### src/rtl/unidade_controle_rodadas.sv
// Moore control unit for the round-mode memory game: shows the sequence up to
// the round limit, then collects, registers and compares each player jogada.
module unidade_controle_rodadas #(
  parameter logic TIMEOUT_EN = 1'b1
) (
  input  logic       clock,
  input  logic       reset,
  input  logic       iniciar,
  input  logic       jogada,
  input  logic       igual,
  input  logic       fimE,
  input  logic       fimL,
  input  logic       fimT,
  input  logic       timeout,
  output logic       zeraE,
  output logic       contaE,
  output logic       zeraL,
  output logic       contaL,
  output logic       zeraR,
  output logic       registraR,
  output logic       zeraT,
  output logic       contaT,
  output logic       zeraTO,
  output logic       contaTO,
  output logic       mostraLed,
  output logic       pronto,
  output logic       acertou,
  output logic       errou,
  output logic       perdeu_timeout,
  output logic [3:0] db_estado
);

  typedef enum logic [3:0] {
    INICIAL         = 4'h0,
    PREPARACAO      = 4'h1,
    INICIA_RODADA   = 4'h2,
    MOSTRA_ITEM     = 4'h3,
    APAGA_ITEM      = 4'h4,
    INTERVALO       = 4'h5,
    PROXIMO_ITEM    = 4'h6,
    INICIA_JOGADAS  = 4'h7,
    ESPERA_JOGADA   = 4'h8,
    REGISTRA_JOGADA = 4'h9,
    COMPARA_JOGADA  = 4'hA,
    PROXIMA_JOGADA  = 4'hB,
    PROXIMA_RODADA  = 4'hC,
    FINAL_TIMEOUT   = 4'hD,
    FINAL_ACERTOU   = 4'hE,
    FINAL_ERROU     = 4'hF
  } estado_t;

  // Output vector bit order:
  // {zeraE, contaE, zeraL, contaL, zeraR, registraR, zeraT, contaT,
  //  zeraTO, contaTO, mostraLed, pronto, acertou, errou, perdeu_timeout}
  localparam logic [14:0] S_ZERA_TUDO = 15'b101010101000000;

  estado_t     estado_r;
  estado_t     proximo_s;
  logic [14:0] saidas_r;

  function automatic logic [14:0] decodifica(input estado_t e);
    logic [14:0] s;
    case (e)
      INICIAL:         s = S_ZERA_TUDO;
      PREPARACAO:      s = S_ZERA_TUDO;
      INICIA_RODADA:   s = 15'b100000100000000;
      MOSTRA_ITEM:     s = 15'b000000010010000;
      APAGA_ITEM:      s = 15'b000000100000000;
      INTERVALO:       s = 15'b000000010000000;
      PROXIMO_ITEM:    s = 15'b010000100000000;
      INICIA_JOGADAS:  s = 15'b100000001000000;
      ESPERA_JOGADA:   s = 15'b000000000100000;
      REGISTRA_JOGADA: s = 15'b000001000000000;
      COMPARA_JOGADA:  s = 15'b000000000000000;
      PROXIMA_JOGADA:  s = 15'b010000001000000;
      PROXIMA_RODADA:  s = 15'b000100000000000;
      FINAL_TIMEOUT:   s = 15'b000000000001001;
      FINAL_ACERTOU:   s = 15'b000000000001100;
      FINAL_ERROU:     s = 15'b000000000001010;
      default:         s = S_ZERA_TUDO;
    endcase
    return s;
  endfunction

  // State register with asynchronous clear to inicial.
  always_ff @(posedge clock or negedge reset) begin
    if (!reset) begin
      estado_r <= INICIAL;
    end else begin
      estado_r <= proximo_s;
    end
  end

  // Outputs are registered from the next state so they always match estado_r.
  always_ff @(posedge clock or negedge reset) begin
    if (!reset) begin
      saidas_r <= S_ZERA_TUDO;
    end else begin
      saidas_r <= decodifica(proximo_s);
    end
  end

  // Next-state logic.
  always_comb begin
    proximo_s = estado_r;
    case (estado_r)
      INICIAL:         proximo_s = iniciar ? PREPARACAO : INICIAL;
      PREPARACAO:      proximo_s = INICIA_RODADA;
      INICIA_RODADA:   proximo_s = MOSTRA_ITEM;
      MOSTRA_ITEM:     proximo_s = fimT ? APAGA_ITEM : MOSTRA_ITEM;
      APAGA_ITEM:      proximo_s = INTERVALO;
      INTERVALO: begin
        if (fimT) begin
          proximo_s = fimE ? INICIA_JOGADAS : PROXIMO_ITEM;
        end else begin
          proximo_s = INTERVALO;
        end
      end
      PROXIMO_ITEM:    proximo_s = MOSTRA_ITEM;
      INICIA_JOGADAS:  proximo_s = ESPERA_JOGADA;
      ESPERA_JOGADA: begin
        // A jogada arriving with the timeout still counts.
        if (jogada) begin
          proximo_s = REGISTRA_JOGADA;
        end else if (timeout && TIMEOUT_EN) begin
          proximo_s = FINAL_TIMEOUT;
        end else begin
          proximo_s = ESPERA_JOGADA;
        end
      end
      REGISTRA_JOGADA: proximo_s = COMPARA_JOGADA;
      COMPARA_JOGADA: begin
        if (!igual) begin
          proximo_s = FINAL_ERROU;
        end else if (!fimE) begin
          proximo_s = PROXIMA_JOGADA;
        end else if (!fimL) begin
          proximo_s = PROXIMA_RODADA;
        end else begin
          proximo_s = FINAL_ACERTOU;
        end
      end
      PROXIMA_JOGADA:  proximo_s = ESPERA_JOGADA;
      PROXIMA_RODADA:  proximo_s = INICIA_RODADA;
      FINAL_TIMEOUT:   proximo_s = iniciar ? PREPARACAO : FINAL_TIMEOUT;
      FINAL_ACERTOU:   proximo_s = iniciar ? PREPARACAO : FINAL_ACERTOU;
      FINAL_ERROU:     proximo_s = iniciar ? PREPARACAO : FINAL_ERROU;
      default:         proximo_s = INICIAL;
    endcase
  end

  assign {zeraE, contaE, zeraL, contaL, zeraR, registraR, zeraT, contaT,
          zeraTO, contaTO, mostraLed, pronto, acertou, errou,
          perdeu_timeout} = saidas_r;
  assign db_estado = estado_r;

endmodule

### config.mk
export PLATFORM = sky130hd
export DESIGN_NAME = unidade_controle_rodadas
export DESIGN_NICKNAME = d
export VERILOG_FILES = /design/src/rtl/unidade_controle_rodadas.sv
export SDC_FILE = /design/constraint.sdc
export NUM_CORES = 1
export LEC_CHECK = 0
export BUFFER_PORTS_ARGS = -buffer_cell sky130_fd_sc_hd__buf_2
export CAP_MARGIN = 20
export CORE_UTILIZATION = 53
export CTS_CLUSTER_SIZE = 14
export DETAILED_ROUTE_END_ITERATION = 10
export PLACE_DENSITY = 0.82
export SETUP_SLACK_MARGIN = 0.05
export SKIP_LAST_GASP = 1
export SYNTH_ARGS = -nofsm -noshare
export SYNTH_HDL_FRONTEND = slang
export SYNTH_SLANG_ARGS = --single-unit
### constraint.sdc
create_clock -name clock -period 4.94 [get_ports clock]
set_input_delay 0.247 -clock clock [delete_from_list [all_inputs] [get_ports clock]]
set_output_delay 0.247 -clock clock [all_outputs]
set_load 0.01 [all_outputs]
# ---- Word-level counts from Yosys, hierarchy flattened
# Memory sizes are Yosys's and may differ from the RTL's. A register that Yosys moved wholly into a read port is not among the register bits.
# Cells that the tools add are included.
dict set report totals {
  wordCells 35
  latchBits 0
  out_inout_bits 19
  n_memories 1
  ramBits 0
  regBits 4
  romBits 240
}
# memory words word_bits rd rd_clocked_by_memory_dff write_ports line
set mem_list {}
lappend mem_list {{(no name shown)} 16 15 1 1 0 63} ;# case (e)
dict set report classes {
  multipliers 0
  bitwise_logic 0
  div 0
  n_eq_ne 15
  muxes 13
  reduce_logical 5
  shift 0
  add_sub_neg 0
  magnitude_cmp 0
}
# op n
set ops {}
lappend ops {{case mux 4 bit (13 select lines)} 1}
lappend ops {{equality test 4 bit (second input constant)} 8}
lappend ops {{equality test 4 x 3 -> 1 bit (second input constant)} 4}
lappend ops {{2-to-1 mux 3 bit} 5}
lappend ops {{2-to-1 mux 4 bit} 3}
lappend ops {{equality test 4 x 2 -> 1 bit (second input constant)} 2}
lappend ops {{OR reduction 2 bit} 3}
lappend ops {{equality test 4 x 1 -> 1 bit (second input constant)} 1}
lappend ops {{zero test 4 bit} 1}
lappend ops {{2-to-1 mux 2 bit} 2}
lappend ops {{2-to-1 mux 1 bit} 2}
lappend ops {{zero test 1 bit} 1}

# ---- Depth between registers and ports, before layout
# Gate-level depths: netlist of run 1.
dict set report logic_depth {
  word_depth 4
  mapped_depth 8
  depth_no_buf 7
}

# ---- Worst setup path before layout of run 1
# No wires, ideal clock.
dict set report synth_path {
  path_kind {reg2reg}
  startpoint {reg estado_r[3] (netlist: db_estado[3])}
  endpoint {reg saidas_r[14]}
  required_ns 4.867
  synth_period_minus_slack_ns 1.815
  arrival_ns 1.742
  path_stages_with_launch 8
  path_slack_ns 3.125
  cell_sequence {dfrtp_1 -> buf_6 -> inv_4 -> or4_4 -> a21oi_2 -> nor2_2 -> or3_1 -> a21oi_1}
}
dict set report synth_via {
  elab_chain_cells 3
}
# element line
set synth_lines {}
lappend synth_lines {{start, declared} 57} ;# estado_t estado_r;
lappend synth_lines {{start signal, assigned} 90} ;# estado_r <= proximo_s;
lappend synth_lines {{equality test 4 bit, or another cell as far along} 106} ;# case (estado_r)
lappend synth_lines {{OR reduction 2 bit (no line)} -}
lappend synth_lines {{case mux 4 bit (13 select lines) *} 106}
lappend synth_lines {{end, declared} 59} ;# logic [14:0] saidas_r;
# Mark *: on every way between the ends. The rest lies on a longest branch, timed or not.

# ---- Final worst setup path of run 1
dict set report layout_path {
  startpoint {reg estado_r[0] (netlist: db_estado[0])}
  endpoint {reg saidas_r[6]}
}
dict set report layout_via {
  elab_chain_cells 3
}
# element line
set layout_lines {}
lappend layout_lines {{equality test 4 bit, or another cell as far along} 106}
lappend layout_lines {{OR reduction 2 bit (no line)} -}
lappend layout_lines {{case mux 4 bit (13 select lines) *} 106}
lappend layout_lines {{via proximo_s[1]} 58} ;# estado_t proximo_s;
# The timed path passes the listed nets; every way through them passes the cells marked *.

==> reports/results.txt, run 1 <==
status - finished, violations left
violated checks - DRC
number of setup violations in the final report - 0
Slew @ Worst Pin - 842 ps
Seq cells post-synth - 18
# rows - 14
critical path startpoint category - flop
Worst R2R Start - db_estado[0]
Synth area leaders - dfrtp_1 (38%), dfstp_2 (11%), nor2_1 (6.2%), a21oi_1 (3.8%), nand2_1 (2.9%)
RSZ-0062 raised after global routing - no
DIE WIDTH - 43.5 µm
# port buffers - 27
Area growth, synth to finish - 16.8%
worst-skew pair later-pin latency - 290 ps
Final HPWL DP - 1280 µm
post_cts resized - 0
met2 usage - 33.1%
drt initial violations - 66
# nets final - 131
first-pass GRT wire length - 2970 µm
final design utilization - 68.5%
syn avg cell area - 9.63 µm²
flop2flop setup slack - 2610 ps
CP max FO - 15
synth warn - 0
met1 GRT Util - 29.4%
maximum clock path buffer count - 2
Synth Cell Area - 915 µm²
largest net degree at the start of global routing - 19
Tot GR Track Use - 21.1%
die area - 0.00190 mm²
top cell type's share of synthesized area - 38.3%
clock transition at the registers of the reported paths - 100 ps
Post-DP Area - 0.00102 mm²
Tot Pwr - 0.748 mW
CTS tree - done
PwrDens - 700 mW/mm²
Syn Nets - 104
cell taking the most area after synthesis - dfrtp_1
Reg area - 455 µm²
vias post-DR - 784
setup TNS - 0 ps
remaining antenna violation count - 0
Die Span Y - 43.5 µm
Filler cells - 123
crit path to - saidas_r[6]
DRT Pass-1 Iters - 8
vias in the first global route - 691
worst vdd ir - 0.345 mV
Critical Path Sink Type - flop
min setup slack post-route - 2610 ps
Ports - 28
final period demand of the worst path - 2330 ps
Yosys cell types - 33
clock net sink count - 18
Reg2Reg Depth - 6
max frequency - 428 MHz
worst r2r dst - saidas_r[6]
WL final - 1760 µm
DR DRC count - 6
RD Place Congestion - 0.814
grt ovf - 0
wire length per cell - 12.8 µm
fraction of layout cells with a size suffix above 1 - 37.2%
met3 Use GR - 3.75%
CP startpoint - db_estado[0]
Post-Route Skew - 10.5 ps
Slew HR - 43.8%
Leak - 0.539 nW
Core ar. - 0.00156 mm²
GR peak layer - met2
initial antenna violation count - 0
post-synthesis cell count - 95
multi-input logic area - 390 µm²
Placement Setup Slack - 2650 ps
CP required - 5150 ps
worst path arrival time - 2550 ps
Worst Hold Class - input pin to flop
Final period util - 47.2%
Initial Util - 58.7%
n_diodes - 0
Root Buffer - clkbuf_4
Setup Fix Bufs, Post-CTS - 0
final max-slew violation count - 0
fin area - 0.00107 mm²
level count of the clock H-tree - 1
Seq/Total Area, Yosys - 49.8%
vias per cell - 5.72
Max Cap Violations - 0
CP Class - flop to flop
final hold viol count - 0
Num CTS Buffers - 3
[critical path: stages, from the launching register on]
cell,delay (ps)
dfrtp_1,590
and4bb_2,300
a32oi_1,190
nor4b_2,730
inv_2,70
o21ai_0,180
a2bb2oi_1,190
[layer usage]
layer / wire length, µm / share of wire [%]
met4: 12 / 0.68
met2: 843 / 48
met1: 807 / 46
met5: 0 / 0
met3: 91 / 5.2
[worst min-delay path by stage]
stage / start / endpoint / slack, ps / cells past startpoint
after floorplan: reset / db_estado[0] / -50 / 0
after global placement: reset / db_estado[2] / 180 / 1
after detailed placement: reset / db_estado[1] / 190 / 1
after CTS: iniciar / saidas_r[0] / 360 / 4
after global routing: iniciar / saidas_r[3] / 370 / 3
final: iniciar / saidas_r[0] / 360 / 4
[cells by family (layout without fill, tap and decap cells)]
kind of cell,count (synthesis),in the layout,share of synthesized area [%]
AOI/OAI and AO/OA,21,21,14.8
DFF,18,18,49.8
buffers and inverters,11,37,7.52
muxes,2,2,2.46
and+or+nand+nor,43,43,25.4
[what timing repair did]
item / in CTS / in global routing
setup endpoints to repair: 0 / 0
endpoints found under the hold margin: 14 / 0
hold buffers: 1 / 0
[placed cells by master, fill, tap and decap left out, types with 2 or more instances in the layout]
master / n
nor3_1: 4
nand2b_1: 3
o21ai_0: 5
nor2_1: 15
a21oi_1: 7
mux2_2: 2
nand2_1: 7
dfstp_2: 4
nand3b_1: 2
buf_2: 27
inv_1: 3
a22oi_1: 2
dfrtp_1: 14
nor2_2: 2
nand3_1: 3
clkbuf_4: 3
[layout make-up]
class | instances | area share [%]
Timing Repair Buffer | 28 | 13.6
Clock buffer | 4 | 3.40
Tap cell | 16 | 1.87
Sequential cell | 18 | 42.6
Multi-Input combinational cell | 66 | 36.5
Inverter | 5 | 1.99
[stage by stage]
| stage | hold WS (ps) | cells |
|---|---|---|
| floorplan | -48.6 | 95 |
| global placement | 177 | 132 |
| detailed placement | 187 | 132 |
| CTS | 362 | 137 |
| global route | 370 | 137 |
| finish | 365 | 137 |
[where the power goes]
group          internal, mW  switching (mW)  total (mW)  leakage [nW]
combinational         0.151           0.238       0.389         0.289
sequential            0.212          0.0586       0.271         0.228
clock                0.0449          0.0440      0.0888        0.0210
[cells in the mapped netlist]
library cell / count
o221ai_1: 1
nor4b_2: 1
nor4bb_1: 1
inv_2: 1
inv_4: 1
buf_6: 2
and4bb_2: 1
a32oi_1: 1
buf_2: 2
a21oi_2: 1
or4_4: 1
a21oi_1: 7
nand2_1: 7
nor2_1: 15
dfrtp_1: 14
o31ai_1: 1
a2bb2oi_1: 1
nor2b_1: 1
nand3b_1: 2
o211a_1: 1
inv_1: 3
nand2b_1: 3
or3_1: 1
buf_4: 2
nor2_2: 2
nand3_1: 3
a22oi_1: 2
nor3_1: 4
a21boi_0: 1
or2b_1: 1
o21ai_0: 5
dfstp_2: 4
mux2_2: 2
[state kept, by name (all words and copies together) (netlist names)]
name / cells
db_estado: 4
saidas_r: 14
Note: power is estimated with default switching activity, not from simulation.
==> run 2: changes to the inputs <==
- CORE_UTILIZATION: 53 -> 49
- PLACE_DENSITY: 0.82 -> 0.77
- clock period: 4.94 -> 2.41 ns (I/O delays scaled with it)
==> run 2 against run 1 <==
Net effect:
- the run now ends clean
- hold slack worse by 130 ps
- register-to-register slack worse by 2300 ps
- utilization down 6.2 points
- sequential power up 110%
==> reports/results.txt, run 2 (synthesis results as in run 1) <==
vias post-DR - 780
CP Class - flop to flop
switching power - 0.706 mW
largest net degree at the start of global routing - 19
first-pass GRT wire length - 2950 µm
met3 Use GR - 8.80%
wire length per cell - 12.4 µm
maximum clock path buffer count - 2
remaining antenna violation count - 0
critical path startpoint category - flop
Leak - 0.543 nW
die area - 0.00204 mm²
Num CTS Buffers - 3
Placement Setup Slack - 339 ps
Max Cap Violations - 0
Clk pwr share - 11.2%
RD Place Congestion - 0.804
initial antenna violation count - 0
most frequent cells in the layout - buf_2 (27), nor2_1 (15), dfrtp_1 (14)
clock net sink count - 18
largest reg by FF count - saidas_r
RSZ-0062 raised after global routing - no
worst vdd ir - 0.782 mV
CP required - 2610 ps
Initial Util - 52.4%
# nets final - 132
Slew HR - 71.3%
Post-DP Area - 0.00104 mm²
Die Span Y - 45.2 µm
fraction of layout cells with a size suffix above 1 - 37.7%
worst path arrival time - 2350 ps
drt initial violations - 9
Hold Startpoint - iniciar
Root Buffer - clkbuf_4
final hold viol count - 0
Sw Ratio - 45.2%
met2 usage - 30.7%
DR DRC count - 0
WL final - 1830 µm
worst-skew pair later-pin latency - 280 ps
Slew @ Worst Pin - 430 ps
Final HPWL DP - 1320 µm
CP startpoint - db_estado[0]
final max-slew violation count - 0
PwrDens - 1440 mW/mm²
vias per cell - 5.31
commonest non-fill, non-tap cell in the layout - buf_2
final period demand of the worst path - 2150 ps
GR peak layer - met2
Critical Path Sink Type - flop
# rows - 15
CTS tree - done
Post-Route Skew - 5.08 ps
Worst Hold Class - input pin to flop
Largest register FFs - 14
level count of the clock H-tree - 1
Ports - 28
Reg2Reg Depth - 6
Comb power frac - 52.9%
post_cts resized - 0
Core ar. - 0.00175 mm²
vias in the first global route - 710
Final period util - 89.2%
Area growth, synth to finish - 18.9%
min setup slack post-route - 261 ps
DIE WIDTH - 45.2 µm
Tot GR Track Use - 20.2%
status - completed
met1 GRT Util - 25.4%
Worst R2R Start - db_estado[0]
setup TNS - 0 ps
max frequency - 465 MHz
CP max FO - 15
number of setup violations in the final report - 0
cell count of the worst hold path - 4
# port buffers - 27
n_diodes - 0
register share of total power - 35.9%
Pint - 0.856 mW
DRT Pass-1 Iters - 4
fin area - 0.00109 mm²
Filler cells - 163
clock transition at the registers of the reported paths - 90 ps
grt ovf - 0
-- run 2: cell types whose count changed in the layout (fill, tap and decap cells not counted), sizes merged --
cell,delta
buf,+1
-- run 2: per-stage QoR --
| step | util [%] | std cells | power (mW) | hold slack [ps] |
|---|---|---|---|---|
| floorplan | - | 95 | 1.19 | -175 |
| global placement | 59.6 | 142 | 1.35 | 48.6 |
| detailed placement | 59.6 | 142 | 1.38 | 59.1 |
| CTS | 62.3 | 147 | 1.56 | 231 |
| global route | 62.3 | 147 | 1.69 | 234 |
| finish | 62.3 | 147 | 1.56 | 234 |
-- run 2: power by group through the flow --
stage                     registers (mW)  logic [mW]  clock network (mW)
after global placement             0.554       0.799                   0
after global routing               0.582       0.914               0.194
after CTS                          0.558       0.827               0.179
final                              0.560       0.827               0.175
after detailed placement           0.564       0.815                   0
after floorplan                    0.548       0.637                   0
-- run 2: worst paths after layout --
kind | end | slack [ps]
worst max-delay path | saidas_r[5] | 260
worst min-delay path | saidas_r[11] | 230
worst max register to register | saidas_r[5] | 260
worst min register to register | saidas_r[13] | 870
max in group asynchronous | saidas_r[8] | 1810
min in group asynchronous | saidas_r[9] | 280
-- run 2: metal layers --
metal,part of all wire (%),up-vias
li1,-,382
met1,47,368
met2,46,28
met3,6.4,2
met4,0.60,0
met5,0,-
-- run 2: cell type report --
class	count	area, µm²	share of cell area (%)
multi-input cells	66	390	35.9
well taps	25	31.3	2.88
repair buffers	29	153	14.0
flip-flops and latches	18	455	41.9
inverters	5	21.3	1.96
clock buffers	4	36.3	3.34
-- run 2: critical path: stages, from the launching register on --
cell and delay (ps):
dfrtp_1 610, and4bb_2 300, a32oi_1 200, o221ai_1 180, nor2_2 310, inv_1 210
nor3_1 250
-- run 2: repair_timing --
action	CTS	global route
setup buffers	0	0
endpoints found under the setup margin	0	0
endpoints found under the hold margin	14	0
hold buffers	1	0
